**src/rtl/mips_pkg.sv**
```systemverilog
// mips_pkg: shared PCSrc encodings, instruction field bit positions and opcodes
package mips_pkg;
  localparam logic [1:0] PCSRC_SEQ  = 2'b00;
  localparam logic [1:0] PCSRC_BR   = 2'b01;
  localparam logic [1:0] PCSRC_JMP  = 2'b10;
  localparam logic [1:0] PCSRC_HOLD = 2'b11;
  localparam int OP_HI  = 31;
  localparam int OP_LO  = 26;
  localparam int RS_HI  = 25;
  localparam int RS_LO  = 21;
  localparam int RT_HI  = 20;
  localparam int RT_LO  = 16;
  localparam int RD_HI  = 15;
  localparam int RD_LO  = 11;
  localparam int SH_HI  = 10;
  localparam int SH_LO  = 6;
  localparam int FN_HI  = 5;
  localparam int FN_LO  = 0;
  localparam int IMM_HI = 15;
  localparam int IMM_LO = 0;
  localparam int TGT_HI = 25;
  localparam int TGT_LO = 0;
  localparam logic [5:0] OP_RTYPE = 6'h00;
  localparam logic [5:0] OP_J     = 6'h02;
  localparam logic [5:0] OP_BEQ   = 6'h04;
  localparam logic [5:0] OP_ADDI  = 6'h08;
  localparam logic [5:0] OP_LW    = 6'h23;
  localparam logic [5:0] OP_SW    = 6'h2b;
endpackage

```
**src/rtl/mips_trace_buf.sv**
```systemverilog
// mips_trace_buf: circular buffer of taken-transfer PCs, newest-relative read
module mips_trace_buf #(
  parameter int TRACE_DEPTH = 8,
  localparam int IW = $clog2(TRACE_DEPTH)
) (
  input  logic          clk,
  input  logic          rst,
  input  logic          push,
  input  logic [31:0]   push_pc,
  input  logic [IW-1:0] idx,
  output logic [31:0]   rd_pc,
  output logic [IW:0]   count
);
  logic [31:0] mem_q [TRACE_DEPTH];
  logic [31:0] mem_d [TRACE_DEPTH];
  logic [IW-1:0] head_q, head_d;
  logic [IW:0] count_q, count_d;
  // write at head, advance head, count saturates at depth
  always_comb begin
    mem_d = mem_q;
    if (push) mem_d[head_q] = push_pc;
    head_d = push ? head_q + IW'(1) : head_q;
    count_d = (push && count_q != (IW+1)'(TRACE_DEPTH)) ? count_q + (IW+1)'(1) : count_q;
  end
  // buffer state, emptied on reset
  always_ff @(posedge clk or negedge rst) begin
    if (!rst) begin
      mem_q <= '{default: '0};
      head_q <= '0;
      count_q <= '0;
    end else begin
      mem_q <= mem_d;
      head_q <= head_d;
      count_q <= count_d;
    end
  end
  assign rd_pc = ({1'b0, idx} < count_q) ? mem_q[head_q - IW'(1) - idx] : '0;
  assign count = count_q;
endmodule

```
**src/rtl/mips_pc_ir.sv**
```systemverilog
// mips_pc_ir: PC/IR/MDR/ALUOut stage with retire counter, sticky flags, optional trace (MIPS_PC_TRACE_EN)
module mips_pc_ir
  import mips_pkg::*;
#(
  parameter logic [31:0] RESET_PC = 32'h0000_0000,
  parameter int CNT_W = 32,
  parameter int TRACE_DEPTH = 8,
  localparam int IW = $clog2(TRACE_DEPTH)
) (
  input  logic             clk,
  input  logic             rst,
  input  logic             PCWrite,
  input  logic             Branch_Cntrl,
  input  logic             IRWrite,
  input  logic             IorD,
  input  logic [1:0]       PCSrc,
  input  logic             zero,
  input  logic [31:0]      alu_result,
  input  logic [31:0]      mem_rdata,
  output logic [31:0]      mem_addr,
  output logic [31:0]      pc,
  output logic [31:0]      instr,
  output logic [31:0]      mdr,
  output logic [31:0]      alu_out,
  output logic [5:0]       OpCode,
  output logic [5:0]       Function,
  output logic [4:0]       rs,
  output logic [4:0]       rt,
  output logic [4:0]       rd,
  output logic [4:0]       shamt,
  output logic [15:0]      imm,
  output logic [CNT_W-1:0] retired,
  output logic             misalign,
  output logic             halted,
  input  logic [IW-1:0]    trace_idx,
  output logic [31:0]      trace_pc,
  output logic [IW:0]      trace_count
);
  logic [31:0] pc_q, pc_d, instr_q, instr_d, mdr_q, mdr_d, alu_out_q, alu_out_d;
  logic [CNT_W-1:0] retired_q, retired_d;
  logic misalign_q, misalign_d, halted_q, halted_d;
  logic pc_en, push;
  logic [31:0] next_pc;
  // next-state for PC, IR, data registers, counter and sticky flags
  always_comb begin
    pc_en = PCWrite | (Branch_Cntrl & zero);
    next_pc = PCSrc == PCSRC_SEQ ? alu_result :
              PCSrc == PCSRC_BR  ? alu_out_q :
              PCSrc == PCSRC_JMP ? {pc_q[31:28], instr_q[TGT_HI:TGT_LO], 2'b00} : pc_q;
    push = pc_en & (PCSrc == PCSRC_BR || PCSrc == PCSRC_JMP);
    pc_d = pc_en ? {next_pc[31:2], 2'b00} : pc_q;
    misalign_d = misalign_q | (pc_en & (|next_pc[1:0]));
    halted_d = halted_q | (pc_en & PCSrc == PCSRC_JMP & next_pc == pc_q);
    instr_d = IRWrite ? mem_rdata : instr_q;
    retired_d = (IRWrite && !(&retired_q)) ? retired_q + CNT_W'(1) : retired_q;
    mdr_d = mem_rdata;
    alu_out_d = alu_result;
  end
  // architectural state registers
  always_ff @(posedge clk or negedge rst) begin
    if (!rst) begin
      pc_q <= RESET_PC;
      instr_q <= '0;
      mdr_q <= '0;
      alu_out_q <= '0;
      retired_q <= '0;
      misalign_q <= 1'b0;
      halted_q <= 1'b0;
    end else begin
      pc_q <= pc_d;
      instr_q <= instr_d;
      mdr_q <= mdr_d;
      alu_out_q <= alu_out_d;
      retired_q <= retired_d;
      misalign_q <= misalign_d;
      halted_q <= halted_d;
    end
  end
  assign mem_addr = IorD ? alu_out_q : pc_q;
  assign pc = pc_q;
  assign instr = instr_q;
  assign mdr = mdr_q;
  assign alu_out = alu_out_q;
  assign OpCode = instr_q[OP_HI:OP_LO];
  assign Function = instr_q[FN_HI:FN_LO];
  assign rs = instr_q[RS_HI:RS_LO];
  assign rt = instr_q[RT_HI:RT_LO];
  assign rd = instr_q[RD_HI:RD_LO];
  assign shamt = instr_q[SH_HI:SH_LO];
  assign imm = instr_q[IMM_HI:IMM_LO];
  assign retired = retired_q;
  assign misalign = misalign_q;
  assign halted = halted_q;
`ifdef MIPS_PC_TRACE_EN
  mips_trace_buf #(.TRACE_DEPTH(TRACE_DEPTH)) u_trace (
    .clk(clk),
    .rst(rst),
    .push(push),
    .push_pc(pc_q),
    .idx(trace_idx),
    .rd_pc(trace_pc),
    .count(trace_count)
  );
`else
  logic unused_trace;
  assign unused_trace = ^{push, trace_idx};
  assign trace_pc = '0;
  assign trace_count = '0;
`endif
endmodule

```
**config.mk**
```make
export PLATFORM = sky130hd
export DESIGN_NAME = mips_pc_ir
export DESIGN_NICKNAME = d
export VERILOG_FILES = /design/src/rtl/mips_pkg.sv /design/src/rtl/mips_trace_buf.sv /design/src/rtl/mips_pc_ir.sv
export SDC_FILE = /design/constraint.sdc
export NUM_CORES = 1
export LEC_CHECK = 0
export CAP_MARGIN = 5
export CORE_MARGIN = 3
export CORE_UTILIZATION = 38
export CTS_CLUSTER_DIAMETER = 60
export CTS_CLUSTER_SIZE = 28
export DETAILED_ROUTE_END_ITERATION = 6
export HOLD_SLACK_MARGIN = 0.02
export PLACE_DENSITY = 0.76
export SYNTH_ARGS = -nofsm -noshare
export SYNTH_HDL_FRONTEND = slang
export SYNTH_HIERARCHICAL = 1
export SYNTH_SLANG_ARGS = --single-unit
```
**constraint.sdc**
```tcl
create_clock -name clk -period 2 [get_ports clk]
set_input_delay 0.4 -clock clk [delete_from_list [all_inputs] [get_ports clk]]
set_output_delay 0.4 -clock clk [all_outputs]
set_load 0.02 [all_outputs]
```
-- After elaboration in Yosys (flattened, before gate mapping)
Index checks and enable logic that the tools add are counted.
- add/subtract/negate cells: 1
- reduce and logical (&&, ||, !) cells: 5
- mux-type cells: 4
- equality and inequality tests: 3
- bitwise operators: 7
- operators with widths (cell ; number):
    $mux 32 ; 3
    $add 32x1->32 const B ; 1
    $eq 32x32->1 ; 1
    $reduce_and 32->1 ; 1
    $mux 28 ; 1
    $and 1x1->1 ; 4
    $or 1x1->1 ; 3
    $eq 2x1->1 const B ; 1
    $eq 2x2->1 const B ; 1
    $logic_not 2->1 ; 1
    $reduce_or 2->1 ; 1
    $logic_and 1x1->1 ; 1
    $logic_not 1->1 ; 1
- flip-flop bits (word level): 160
- bits of input ports: 76

-- Depth between registers and ports, before layout
- depth after elaboration: 7
- gate-level depth with buffers: 7
- gate-level depth less buffers: 6

-- Worst setup path after synthesis
Ideal clock, no wire load.
- path type: reg-to-reg
- start: register retired_q[0], in the netlist retired[0]
- end: register retired_q[10], in the netlist retired[10]
- stages on the path, launching flop included: 8
- required time: 1.866 ns
- library setup time: 0.134 ns
- slack: -0.183 ns
- path buffers: 1
- data arrival time: 2.049 ns
- clock period less this slack: 2.183 ns
- cells stage by stage: dfrtp_1 > ha_1 > nand2_1 > or4_4 > o31ai_4 > buf_6 > nor3_2 > xor2_1
- cells in the longest elaborated chain, start to end: 3
- RTL lines (what ; line ; source):
    from (decl) ; mips_pc_ir.sv:40 ; logic [CNT_W-1:0] retired_q, retired_d;
    from (signal assigned) ; mips_pc_ir.sv:74 ; retired_q <= retired_d;
    branches (longest 3 deep; another with $add 32x1->32) ; - ;
Several ways; the timed one is not identified.
A chain may end at the register's enable or synchronous reset.

-- Worst setup path in the final report
- start: register instr_q[6], in the netlist instr[6]
- end: output port imm[6]
- RTL lines (what ; line ; source):
    from (decl) ; mips_pc_ir.sv:39 ; logic [31:0] pc_q, pc_d, instr_q, instr_d, mdr_q, mdr_d, alu_out_q, alu_out_d;
    from (signal assigned) ; mips_pc_ir.sv:71 ; instr_q <= instr_d;
    to (decl) ; mips_pc_ir.sv:31 ; output logic [15:0] imm,
No word-level cell between the ends.

==> flow_summary_export.csv <==
group,metric,value,unit
timing,finalCritPeriodShare,97.0,%
timing,maxSlewHeadroom,61.2,%
grt,antenna_found_initial,0,
final_layout,fill_cells,1664,
power_and_ir_drop,finalPower,10100,µW
final_layout,fin_area,12100,µm²
clock_tree,cts_tree,"built",
clock_tree,clk_pin_slew_worst_paths,70,ps
routing,drt_iter0_drc,270,
floorplan,die_y,150,µm
routing,wl_per_cell,19.1,µm
timing,fmax,516,MHz
timing,finalCriticalPeriod,1940,ps
placement,dp.cells,1276,
job,cap_violations,0,
logic_synthesis,synth_flop_cell,"dfrtp_1",
floorplan,dieArea,22400,µm²
grt,grt_max_degree,44,
routing,viasPerCell,4.90,
routing,vias,6435,
timing,worstMarginPinSlew,577,ps
critical_path,cp-end-kind,"output port",
floorplan,die_x,150,µm
floorplan,io_pins,354,
final_layout,final_cell_mix,"clkdlybuf4s50_1 (236), dfrtp_1 (141), buf_4 (80), mux2_2 (59), dlygate4sd2_1 (44)",
timing,rsz0062_at_grt,"no",
logic_synthesis,yosysWarnings,6,
power_and_ir_drop,p_leak,0.00555,µW
final_layout,multiInputGateArea,3140,µm²
final_layout,seqCellArea,4030,µm²
critical_path,critPathKind,"reg -> out",
clock_tree,cts.sinks,160,
floorplan,start_util,39.4,%
final_layout,fin_cells,1313,
grt,grt_pass1_vias,6646,
outcome,status,"finished clean",
final_layout,antenna_cells,0,
grt,grt-ovfl-total,0,
power_and_ir_drop,vdd_ir_drop_max,0.557,mV
timing,fin_skew,12.8,ps
clock_tree,clock_latency,420,ps
floorplan,core_area,19800,µm²
hold_path,worstHoldPathType,"in -> reg",
logic_synthesis,synth_cells,695,
critical_path,arrival,1540,ps
clock_tree,cts_max_level,4,
logic_synthesis,synth_area,7830,µm²
placement,globalplace.congestion,0.816,
final_layout,final_util,60.8,%
final_layout,layout_commonest_cell,"clkdlybuf4s50_1",
placement,dp_hpwl,19100,µm
routing,route.detailed.drc,0,
clock_tree,cts_buffer_depth,2,
timing,final_hold_viol_count,0,
clock_tree,numCtsBuffers,17,
routing,drt-pass1-iter-count,4,
final_layout,area_growth,54.1,%
grt,grt_pass1_wl,38200,µm
placement,io_buffers,312,
routing,detail-route-antenna-nets,0,
routing,wirelength,25100,µm
critical_path,crit_fanout,5,
final_layout,nNetsFinal,1112,
logic_synthesis,synth_cell_types,51,
logic_synthesis,synth.avg_cell_area,11.3,µm²
grt,grt_usage,22.1,%
power_and_ir_drop,p_per_area,841,nW/µm²
final_layout,drive_above_1_share,22.1,%
timing,setup_viol,0,
critical_path,start_kind,"flip-flop",
critical_path,worstPathRequired,1600,ps
clock_tree,ctsRootBufferMaster,"clkbuf_16",
floorplan,rows,51,
logic_synthesis,synth_edf_count,0,
logic_synthesis,synthArstFlopShare,100,%
logic_synthesis,synth-seq-cells,160,
timing,slew_violations,0,
placement,placed_area,11400,µm²
logic_synthesis,ys_seq_area_share,51.2,%
[worst max-delay path: stages (launching register included)]
cell	delay, ps
dfrtp_1	360
buf_4	160
clkdlybuf4s50_1	610
[cells by family after synthesis]
kind of cell | count (synthesis) | synth area share (%)
AO/OA/AOI/OAI | 108 | 8.20
XOR/XNOR | 51 | 5.71
other | 1 | 0.0479
buffers and inverters | 134 | 10.8
multiplexers | 98 | 14.0
AND/OR/NAND/NOR | 142 | 9.94
flip-flops | 160 | 51.2
adder cells (fa/ha/maj) | 1 | 0.160
[state kept, by name, summed over array words and instances, names as in the netlist]
name,flops
misalign,1
pc,30
halted,1
alu_out,32
retired,32
mdr,32
instr,32
[path summary, 6_finish.rpt]
path                                         start                     end  slack (ps)  depth (start not counted)
max                           instr[6]$_DFFE_PN0P_                  imm[6]          60                          2
min                                        IRWrite    instr[0]$_DFFE_PN0P_         420                          2
max reg2reg                retired[30]$_DFFE_PN0P_  retired[1]$_DFFE_PN0P_          90                          5
min reg2reg                     misalign$_DFF_PN0_      misalign$_DFF_PN0_         470                          1
max in group asynchronous                      rst      pc[18]$_DFFE_PN0P_         920                          3
min in group asynchronous                      rst    instr[1]$_DFFE_PN0P_         470                          2
[power breakdown]
part	switching [µW]	total, µW	internal [µW]
Combinational	1570	3020	1450
Clock	1340	3250	1910
Sequential	336	3880	3540
[per-stage QoR]
| stage | setup TNS (ps) | hold slack, ps | worst slack, ps |
|---|---|---|---|
| 2_1_floorplan | -86.0 | 104 | -15.9 |
| 3_3_place_gp | -570 | 359 | -423 |
| 3_5_place_dp | -571 | 362 | -375 |
| 4_1_cts | -76.4 | 400 | -16.1 |
| 5_1_grt | 0 | 414 | 3.04 |
| 6_report | 0 | 422 | 60.2 |
[routing by layer]
layer / vias up / GRT usage [%] / routed length (µm)
met4: 0 / 4.49 / 172
met1: 3207 / 27.3 / 10400
met2: 229 / 39.0 / 12800
li1: 2984 / - / -
met5: - / 0 / 0
met3: 15 / 5.91 / 1670
[area by class of cell]
| type | count | area share [%] |
|---|---|---|
| Sequential cell | 160 | 33.4 |
| Inverter | 15 | 0.467 |
| Tap cell | 265 | 2.75 |
| Clock inverter | 12 | 1.08 |
| Clock buffer | 20 | 3.79 |
| Multi-Input combinational cell | 438 | 26.1 |
| Timing Repair Buffer | 403 | 32.5 |
[synth_stat cells, types with 2 or more instances]
cell	number	area, µm²
buf_4	86	646
xor2_1	17	149
buf_2	6	30.0
o31a_1	4	35.0
nor3_2	7	70.1
o2111ai_1	4	35.0
mux4_2	3	67.6
xnor2_1	34	298
and4_1	4	35.0
a2111oi_0	2	17.5
nand3_1	13	65.1
or2_2	3	18.8
or3_1	3	18.8
mux2i_1	36	360
nor2_1	26	97.6
clkbuf_1	18	67.6
nor2_2	2	12.5
a22oi_1	2	15.0
and2_1	2	12.5
nor3_1	5	25.0
and3_1	20	125
nand2_1	36	135
inv_1	15	56.3
buf_1	7	26.3
buf_6	2	22.5
nand4_1	8	50.1
a21o_1	2	15.0
dfrtp_1	160	4000
nor4_1	6	37.5
a21oi_1	44	220
o21ai_0	35	175
o22ai_1	6	37.5
mux2_2	59	664
[timing repair]
item                                    CTS  global route
endpoints found under the setup margin   57            48
resized for setup                        52            32
gates cloned                              0             0
hold buffers                              1             0
buffers inserted                          2             2
pin swaps                                 2             3
endpoints found under the hold margin    39             0
Power figures use the tool's default switching activity.
